--- config.mk ---
export PLATFORM = sky130hd
export DESIGN_NAME = ppu_vram_port
export DESIGN_NICKNAME = d
export VERILOG_FILES = /design/src/rtl/ppu_vram_port_pkg.sv /design/src/rtl/ppu_vram_port.sv
export SDC_FILE = /design/constraint.sdc
export NUM_CORES = 1
export LEC_CHECK = 0
export BUFFER_PORTS_ARGS = -buffer_cell sky130_fd_sc_hd__buf_2
export CORE_AREA = 10 10 87 145
export DETAILED_ROUTE_END_ITERATION = 7
export DIE_AREA = 0 0 97 155
export GPL_ROUTABILITY_DRIVEN = 0
export SLEW_MARGIN = 20
export SYNTH_ARGS = -nofsm -noshare
export SYNTH_HDL_FRONTEND = slang
export SYNTH_SLANG_ARGS = --single-unit
--- constraint.sdc ---
create_clock -name clk -period 5.4 [get_ports clk]
set_clock_uncertainty 0.2 [all_clocks]
set_input_delay 0.54 -clock clk [delete_from_list [all_inputs] [get_ports clk]]
set_output_delay 0.54 -clock clk [all_outputs]
set_load 0.005 [all_outputs]
--- src/rtl/ppu_vram_port_pkg.sv ---
// Shared definitions for the PPU video-memory port: CPU register selects,
// port FSM states and address increment steps.
package ppu_vram_port_pkg;

  localparam logic [2:0] REG_CTRL   = 3'd0;
  localparam logic [2:0] REG_STATUS = 3'd2;
  localparam logic [2:0] REG_ADDR   = 3'd6;
  localparam logic [2:0] REG_DATA   = 3'd7;

  localparam logic [13:0] INC_1  = 14'd1;
  localparam logic [13:0] INC_32 = 14'd32;

  typedef enum logic [1:0] {
    ST_IDLE   = 2'd0,
    ST_WAIT   = 2'd1,
    ST_ACCESS = 2'd2,
    ST_FILL   = 2'd3
  } state_t;

endpackage

--- src/rtl/ppu_vram_port.sv ---
// CPU-side access port into PPU video memory. The renderer always has
// priority on the memory bus; CPU DATA accesses are parked in a one-deep
// pending slot and performed in the first free bus cycle.
// Optional feature: define PPU_RDBUF_EN for the buffered (one-read-behind)
// DATA read behaviour; when undefined, DATA reads return the fetched byte.
module ppu_vram_port
  import ppu_vram_port_pkg::*;
(
  input  logic        clk,
  input  logic        rst,
  input  logic        cpu_sel,
  input  logic        cpu_rnw,
  input  logic [2:0]  cpu_ra,
  input  logic [7:0]  cpu_din,
  output logic [7:0]  cpu_dout,
  output logic        cpu_rdy,
  input  logic        vblank,
  input  logic        render_active,
  input  logic [13:0] render_a,
  output logic [13:0] vram_a,
  output logic [7:0]  vram_dout,
  output logic        vram_wr,
  input  logic [7:0]  vram_din
);

  state_t      state, state_next;
  logic [13:0] addr;
  logic        w;
  logic        inc32;
  logic [13:0] inc;
  logic [13:0] pend_addr;
  logic [7:0]  pend_data;
  logic        pend_rnw;
  logic [7:0]  rdbuf;
  logic [7:0]  cpu_dout_q;
  logic        reg_wr;
  logic        data_accept;

  assign inc         = inc32 ? INC_32 : INC_1;
  assign reg_wr      = cpu_sel && !cpu_rnw;
  assign data_accept = cpu_sel && (cpu_ra == REG_DATA) && (state == ST_IDLE);
  assign cpu_rdy     = (state == ST_IDLE);
  assign cpu_dout    = cpu_dout_q;
  assign vram_dout   = pend_data;

  // Renderer owns the address bus whenever active; otherwise the pending slot drives it
  always_comb begin
    vram_a  = pend_addr;
    vram_wr = 1'b0;
    if (render_active) begin
      vram_a = render_a;
    end else if (state == ST_ACCESS && !pend_rnw) begin
      vram_wr = 1'b1;
    end
  end

  // Next-state logic: go straight to ACCESS when the bus is free at acceptance
  always_comb begin
    state_next = state;
    case (state)
      ST_IDLE: begin
        if (data_accept) begin
          state_next = render_active ? ST_WAIT : ST_ACCESS;
        end
      end
      ST_WAIT: begin
        if (!render_active) begin
          state_next = ST_ACCESS;
        end
      end
      ST_ACCESS: begin
        if (render_active) begin
          state_next = ST_WAIT;
        end else if (pend_rnw) begin
          state_next = ST_FILL;
        end else begin
          state_next = ST_IDLE;
        end
      end
      ST_FILL: begin
        state_next = ST_IDLE;
      end
      default: begin
        state_next = ST_IDLE;
      end
    endcase
  end

  // State register; reset drops any access in flight
  always_ff @(posedge clk or negedge rst) begin
    if (!rst) begin
      state <= ST_IDLE;
    end else begin
      state <= state_next;
    end
  end

  // CPU-visible registers: increment mode, address with its write toggle
  always_ff @(posedge clk or negedge rst) begin
    if (!rst) begin
      addr  <= '0;
      w     <= 1'b0;
      inc32 <= 1'b0;
    end else begin
      if (reg_wr && cpu_ra == REG_CTRL) begin
        inc32 <= cpu_din[2];
      end
      if (reg_wr && cpu_ra == REG_ADDR) begin
        if (!w) begin
          addr[13:8] <= cpu_din[5:0];
        end else begin
          addr[7:0] <= cpu_din;
        end
        w <= ~w;
      end
      if (cpu_sel && cpu_rnw && cpu_ra == REG_STATUS) begin
        w <= 1'b0;
      end
      if (data_accept) begin
        addr <= addr + inc;
      end
    end
  end

  // Pending slot captures the address and write data of an accepted DATA access
  always_ff @(posedge clk or negedge rst) begin
    if (!rst) begin
      pend_addr <= '0;
      pend_data <= '0;
      pend_rnw  <= 1'b0;
    end else if (data_accept) begin
      pend_addr <= addr;
      pend_rnw  <= cpu_rnw;
      if (!cpu_rnw) begin
        pend_data <= cpu_din;
      end
    end
  end

  // Read path: FILL captures the fetched byte, CPU reads update the output register
  always_ff @(posedge clk or negedge rst) begin
    if (!rst) begin
      rdbuf      <= '0;
      cpu_dout_q <= '0;
    end else begin
      if (state == ST_FILL) begin
        rdbuf <= vram_din;
`ifndef PPU_RDBUF_EN
        cpu_dout_q <= vram_din;
`endif
      end
      if (cpu_sel && cpu_rnw) begin
        case (cpu_ra)
          REG_STATUS: begin
            cpu_dout_q <= {vblank, 7'b0};
          end
          REG_DATA: begin
`ifdef PPU_RDBUF_EN
            if (state == ST_IDLE) begin
              cpu_dout_q <= rdbuf;
            end
`endif
          end
          default: begin
            cpu_dout_q <= 8'h00;
          end
        endcase
      end
    end
  end

endmodule
Word level (Yosys, flattened, before mapping)
Cells that the tools add are included.

$add $sub $neg: 1. Equal/unequal tests: 9. Muxes and demuxes: 19. Bitwise operators: 2. Reductions and logical operators: 19.

Operators with widths (number): 14-bit two-way mux (3); 8-bit two-way mux (3); 8-bit one-hot mux with 2 select lines (1); 14-bit by 6-bit adder with 14-bit output (1); 6-bit two-way mux (2); 2-bit two-way mux (5); 1-bit logical AND (8); 2-bit one-hot mux with 4 select lines (1); 2-bit AND reduction (4); 3-bit == test, second input constant (2); 2-bit nonzero test (3); 2-bit == test, second input constant (2); 1-bit two-way mux (4); 2-bit by 1-bit != test with 1-bit output, second input constant (2); 3-bit by 2-bit == test with 1-bit output, second input constant (1); 3-bit logical NOT (1); 2-bit by 1-bit == test with 1-bit output, second input constant (1); 1-bit logical NOT (2); 2-bit logical NOT (1); 2-bit != test, second input constant (1); 1-bit inverter (2).

Bits in registers: 49. Input bits: 39. Logic and storage cells: 59.

Longest topological paths before layout
Gate-level depths: netlist of run 1.

Depth after elaboration: 5. Mapped depth: 8. Gate-level depth less buffers: 7.

Least setup slack after synthesis of run 1
OpenSTA, ideal clock, no wires.

Path type: input -> output. From: input render_active. To: output vram_a[10]. Arrival: 1526 ps. Required time: 4660 ps. Path slack: 3134 ps. Stages: 3. Cell sequence: clkbuf_1 clkbuf_1 mux2_2.

Longest elaborated chain between the ends: 1.

Ends and longest elaborated chain: start, declared (RTL line ppu_vram_port.sv:18) `input logic render_active,`; 14-bit two-way mux (RTL line ppu_vram_port.sv:50) `if (render_active) begin`; end, declared (RTL line ppu_vram_port.sv:20) `output logic [13:0] vram_a,`.

Every way passes these cells.

Worst setup path in the final report of run 1
From: register state[0]. To: register pend_data[4], in the netlist vram_dout[4].

Longest elaborated chain between the ends: 3.

Ends and longest elaborated chain: start, declared (RTL line ppu_vram_port.sv:26) `state_t state, state_next;`; start signal, assigned (RTL line ppu_vram_port.sv:94) `state <= state_next;`; 2-bit logical NOT (RTL line ppu_vram_port.sv:41) `assign data_accept = cpu_sel && (cpu_ra == REG_DATA) && (state == ST_IDLE);`; 1-bit logical AND (RTL line ppu_vram_port.sv:41); 2-bit AND reduction (no line); end signal, assigned (RTL line ppu_vram_port.sv:135) `pend_data <= cpu_din;`; end, declared (RTL line ppu_vram_port.sv:32) `logic [7:0] pend_data;`.

Every way passes these cells. A chain may end at the register's enable or synchronous reset.

==> metrics, run 1 <==
CTS clk-pin slew, worst paths 60 ps; clock buffer depth 2; Fmax achieved 420 MHz; Core ar. 10200 sq um; Crit Path Class reg2reg; H-tree depth 2; MaxCap Viol Count 0; crit path DAT 2350 ps; DR top layer met4; Post-synth top cells nand2_1 (62), dfrtp_1 (49), mux2_2 (22); Slew @ Worst Pin 782 ps; #FFs+latches synth 49; post-synthesis mux area share 0.105; Clk pwr share 0.293; Seq/Total Area, Yosys 0.497; CP Launch Point state[0]; complex-gate fraction of the synthesized area 0.138; cts repair resizes 0; number of global-route vias before repair 2252; ys flop type dfrtp_1; number of DRC markers in iteration 0 267; Max FO, Critical Path 34; dominant cell type by area after synthesis dfrtp_1; DRT Pass-1 Iters 4; synth unique cells 48; initial antenna violation count 0; GRT overflow 0; dpl cells 439; Post-synth EDFFs 0; final hold violation count 0; Mean Syn Cell Area 9.82 sq um; Total Routed Length 7.17 mm; register share of total power 0.453; class of the worst hold path in2async; Final Critical Period 2380 ps; GRT Total Usage 0.0941; hpwl dp 5.64 mm; Die W 97 um; fin nets 361; Num CTS Buffers 5; vias per inst 4.81; # DRC 0; switch share 0.310; switching pwr 0.419 mW; Final Power 1.35 mW; setup_tns 0 ps; post-synth top area share 0.497; cell count after synthesis 251; Post-Layout Cell Count 447; die height 155 um; Comb power frac 0.254; Leak 1.46 nW; Worst EP required 5370 ps; share of cells above drive strength 1 0.350; Post-CTS Setup Inserts 0; met3 wire len 382 um; Skew-Pair Late Insertion Delay 290 ps; Slew HR 0.478; crit path capture type register; internal power 0.934 mW; Final Cycle Share 0.441; FP Rows 49; Simple-Gate Fraction of Synth Area 0.215; top-count cell post-synth nand2_1; first-pass GRT wire length 11.6 mm; I/O pin count 71; post-synthesis async set-or-reset flop share 1.00; routed len/inst 16.0 um; Synth warnings 0; main combinational cell family by area after synthesis simple AND/OR/NAND/NOR gates; Synth area leaders dfrtp_1 (50%), mux2_2 (10%), nand2_1 (9.4%); remaining antenna violation count 0; Power Dens Cells 434 nW/um^2; PortBufs 70; Die ar. 15000 sq um; Synth Area in Adders 0.0152; Worst Setup Start Kind register; wire length on met2 3.93 mm; Post-Syn Area 2460 sq um; Post-Synth XOR/XNOR Area 0; Initial Utilization 0.241; status finished, final reports clean; RSZ-0062 raised after global routing no; CTS tree built; count of pins over their slew limit 0; cts hold-fix bufs 0; largest net degree at the start of global routing 50; met1 WL 2.64 mm; DR vias 2149; Area Growth Syn to Fin 26.5%; reg2reg start state[0]; Mapped Nets 293; Antenna Cells 0; CTS root buf clkbuf_16; CTS sink count 49; Setup violations, final 0; worst ir drop on vdd 0.171 mV
==> placed cells by master (no fill, tap or decap), drive strengths merged, types with 2 or more instances in the layout <==
master and count:
buf 71, a311oi 3, o32ai 2, nor3 9, dfrtp 49, nand4 2
or3 2, nand2 63, ha 3, nor2 9, o21ai 11, nor3b 2
clkbuf 5, or2 3, a221o 3, a21oi 11, o311ai 6, a31oi 3
o22ai 3, inv 6, nand3 14, mux2 22, and4 2, bufinv 2
==> flip-flops by register name (all words and copies together) (netlist names) <==
register / cells
state: 2
pend_addr: 14
w: 1
vram_dout: 8
inc32: 1
cpu_dout: 8
addr: 14
pend_rnw: 1
==> per-stage QoR <==
step / hold WS, ps / worst slack, ps / instance area, sq um / utilization
2_1_floorplan: 44.4 / 3130 / 2460 / -
3_3_place_gp: 268 / 2910 / 2930 / 0.286
3_5_place_dp: 273 / 2870 / 2930 / 0.286
4_1_cts: 176 / 3000 / 3120 / 0.305
5_1_grt: 209 / 2870 / 3120 / 0.305
6_report: 142 / 3020 / 3120 / 0.305
==> worst paths after layout <==
check,end,slack [ps],cells past startpoint
setup / recovery,vram_dout[4],3020,5
hold / removal,w,140,2
setup reg to reg,vram_dout[4],3020,5
hold reg to reg,pend_addr[6],280,2
max in group asynchronous,pend_addr[9],4430,2
min in group clk,pend_addr[6],280,2
==> final cells by class <==
| cell class | count | area, sq um |
|---|---|---|
| inverter | 6 | 22.5 |
| multi-input combinational | 186 | 1160 |
| timing repair buffer | 71 | 358 |
| fill | 1069 | 7120 |
| clock buffer | 5 | 125 |
| clock inverter | 3 | 65.1 |
| sequential | 49 | 1230 |
| tap | 127 | 159 |
==> logic make-up (layout without fill, tap and decap cells) <==
family / Yosys count / count (layout)
buffers and inverters: 16 / 85
multiplexers: 23 / 23
adder cells (fa/ha/maj): 3 / 3
AND/OR/NAND/NOR: 112 / 112
flip-flops: 49 / 49
AO/OA/AOI/OAI: 48 / 48
==> critical path, cell delays in order (launching register included) <==
cell and delay, ps:
dfrtp_1 480, or2_4 320, inv_2 80, nand2_2 340
nor2_2 460, mux2_2 390
==> power groups by stage <==
stage	logic [mW]	registers (mW)	clock network, mW
after global placement	0.341	0.615	0
after CTS	0.352	0.615	0.404
after detailed placement	0.349	0.620	0
after global routing	0.396	0.632	0.419
final	0.344	0.612	0.397
after floorplan	0.229	0.576	0
==> routing by layer <==
metal | vias to the layer above | track usage
met5 | - | 0
met3 | 14 | 0.0208
met1 | 1023 | 0.0920
met4 | 0 | 0.0579
met2 | 71 | 0.175
li1 | 1041 | -
Note: power is estimated with default switching activity, not from simulation.
==> run 2: changes to the inputs <==
==> constraint.sdc (replaced) <==
create_clock -name clk -period 2.04 [get_ports clk]
set_clock_uncertainty 0.2 [all_clocks]
set_input_delay 0.204 -clock clk [delete_from_list [all_inputs] [get_ports clk]]
set_output_delay 0.204 -clock clk [all_outputs]
set_load 0.005 [all_outputs]
==> run 2 against run 1 <==
Compared with the run above: the run now ends with negative hold slack left; combinational power grew to 3.1 times the previous value; critical endpoint is now addr[10]; core utilization up 2.2 points; power increased to 2.6 times the previous value; first-iteration DRC count is 20% lower; fmax up 21%; final area rose by 7.3%; flip-flop and latch count unchanged; largest cell class unchanged.
==> metrics, run 2 (same netlist as run 1, synthesis figures left out) <==
share of cells above drive strength 1 0.374 (+0.0239); number of DRC markers in iteration 0 213 (-20%); dpl cells 452 (+3.0%); Final Critical Period 1960 ps (-420 ps); design area 3350 sq um (+7.3%); Final Hold Slack -0.784 ps (-143 ps); die height 155 um (unchanged); failing checks negative hold slack; worst reg2reg path endpoint addr[10]; first-pass GRT wire length 11.9 mm (+2.9%); DRT Pass-1 Iters 4 (unchanged); status finished with violations; H-tree depth 2 (unchanged); Area after DPL 3050 sq um (+4.2%); Skew-Pair Late Insertion Delay 290 ps (about the same); fin nets 386 (+6.9%); commonest non-fill, non-tap cell in the layout buf_2; internal power 2.31 mW (+150%); Slew @ Worst Pin 683 ps (-99.3 ps); crit path DAT 1920 ps (-430 ps); Total Routed Length 7.15 mm (-0.25%); remaining antenna violation count 0 (unchanged); Antenna Cells 0 (unchanged); Fmax achieved 510 MHz (+21%); Worst Setup Start Kind register; register share of total power 0.452 (about the same); GRT Total Usage 0.0950 (+0.000875); count of pins over their slew limit 0 (unchanged); Power Dens Cells 1030 nW/um^2 (+140%); routed len/inst 15.2 um (-5.5%); largest net degree at the start of global routing 50 (unchanged); multi-input logic area 1190 sq um (+2.6%); class of the worst hold path in2reg; Initial Utilization 0.241 (unchanged); Setup violations, final 0 (unchanged); FF+latch area 1230 sq um (unchanged); Post-CTS Setup Inserts 0 (unchanged); Slew HR 0.542 (+0.0646); clock buffer depth 2 (unchanged); crit path capture type register; initial antenna violation count 0 (unchanged); Crit Path Class reg2reg; Setup crit end addr[10]; most frequent cells in the layout buf_2 (70), nand2_1 (62), dfrtp_1 (49), mux2_2 (22), nand3_1 (14); Max FO, Critical Path 7 (-79%); Comb power frac 0.308 (+0.054); Worst EP required 2000 ps (-3370 ps); DR vias 2272 (+5.7%); FP Rows 49 (unchanged); worst ir drop on vdd 0.507 mV (+200%); CP Launch Point inc32; final hold violation count 1 (+1); Final Cycle Share 0.962 (+0.521); Final Power 3.46 mW (+160%); Clk pwr share 0.241 (-0.052); Leak 1.56 nW (+7.1%); I/O pin count 71 (unchanged); R2R Setup Slk 80 ps (-2940 ps); Die ar. 15000 sq um (unchanged); RSZ-0062 raised after global routing yes; Num CTS Buffers 5 (unchanged); CTS sink count 49 (unchanged); Die W 97 um (unchanged); fin util 0.327 (+0.0224); Area Growth Syn to Fin 35.8%; biggest regs addr x14, pend_addr x14; fillers 1036 (-3.1%); CTS clk-pin slew, worst paths 70 ps (about the same); # DRC 0 (unchanged); switching pwr 1.15 mW (+170%); vias per inst 4.81 (+0.12%); switch share 0.331 (+0.0218); CTS root buf clkbuf_16; Post-Layout Cell Count 472 (+5.6%); Core ar. 10200 sq um (unchanged); reg2reg start inc32; CTS tree built; Reg2Reg Depth 7 (+2); PortBufs 70 (unchanged); MaxCap Viol Count 0 (unchanged); hpwl dp 5.66 mm (+0.51%); GRT overflow 0 (unchanged); number of global-route vias before repair 2309 (+2.5%)
[run 2: cell count changes in the layout (fill, tap and decap cells not counted), sizes merged]
cell	before	now
buf	71	84
bufinv	2	0
clkinvlp	0	1
inv	6	7
dlygate4sd3	0	12
[run 2: per-stage QoR]
step	worst slack (ps)	setup TNS [ps]
floorplan	80.6	0
global placement	13.7	0
detailed placement	-57.1	-169
CTS	21.4	0
global route	-22.9	-22.9
finish	77.8	0
[run 2: area by class of cell]
type	count	share of cell area
sequential	49	0.366
timing repair buffer	96	0.179
multi-input combinational	186	0.357
clock buffer	5	0.0374
tap	127	0.0475
inverter	6	0.00673
clock inverter	3	0.00635
[run 2: worst min path at each step]
stage	from	endpoint	slack (ps)	cells after the start
floorplan	rst	addr[0]	-290	0
global placement	rst	w	5	2
detailed placement	rst	cpu_dout[2]	20	2
CTS	cpu_din[1]	vram_dout[1]	0.4	2
global route	cpu_din[1]	vram_dout[1]	6	2
finish	cpu_din[1]	vram_dout[1]	-0.8	2
[run 2: power groups by stage]
stage / clock network, mW / registers (mW) / logic (mW)
2_1_floorplan: 0 / 1.53 / 0.605
3_3_place_gp: 0 / 1.57 / 1.01
3_5_place_dp: 0 / 1.58 / 1.03
4_1_cts: 0.853 / 1.57 / 1.07
5_1_grt: 0.892 / 1.62 / 1.21
6_report: 0.833 / 1.56 / 1.06
[run 2: layer usage]
layer  wire (um)  vias to the layer above  GRT usage
met5           0                        -          0
met4         203                        0     0.0452
met3         302                       13     0.0173
met2        3870                       72      0.176
met1        2770                     1094      0.101
li1            -                     1093          -
[run 2: worst max-delay path, stage by stage (launching register included)]
cell      delay [ps]
dfrtp_1          390
inv_1             80
ha_1             160
ha_1             170
and3_4           200
a31oi_4          130
o311ai_1         360
o311ai_2         140
[run 2: repair_timing]
item	in CTS	in global routing
hold buffers	12	0
resized for setup	3	6
setup endpoints to repair	4	6
hold endpoints to repair	62	0
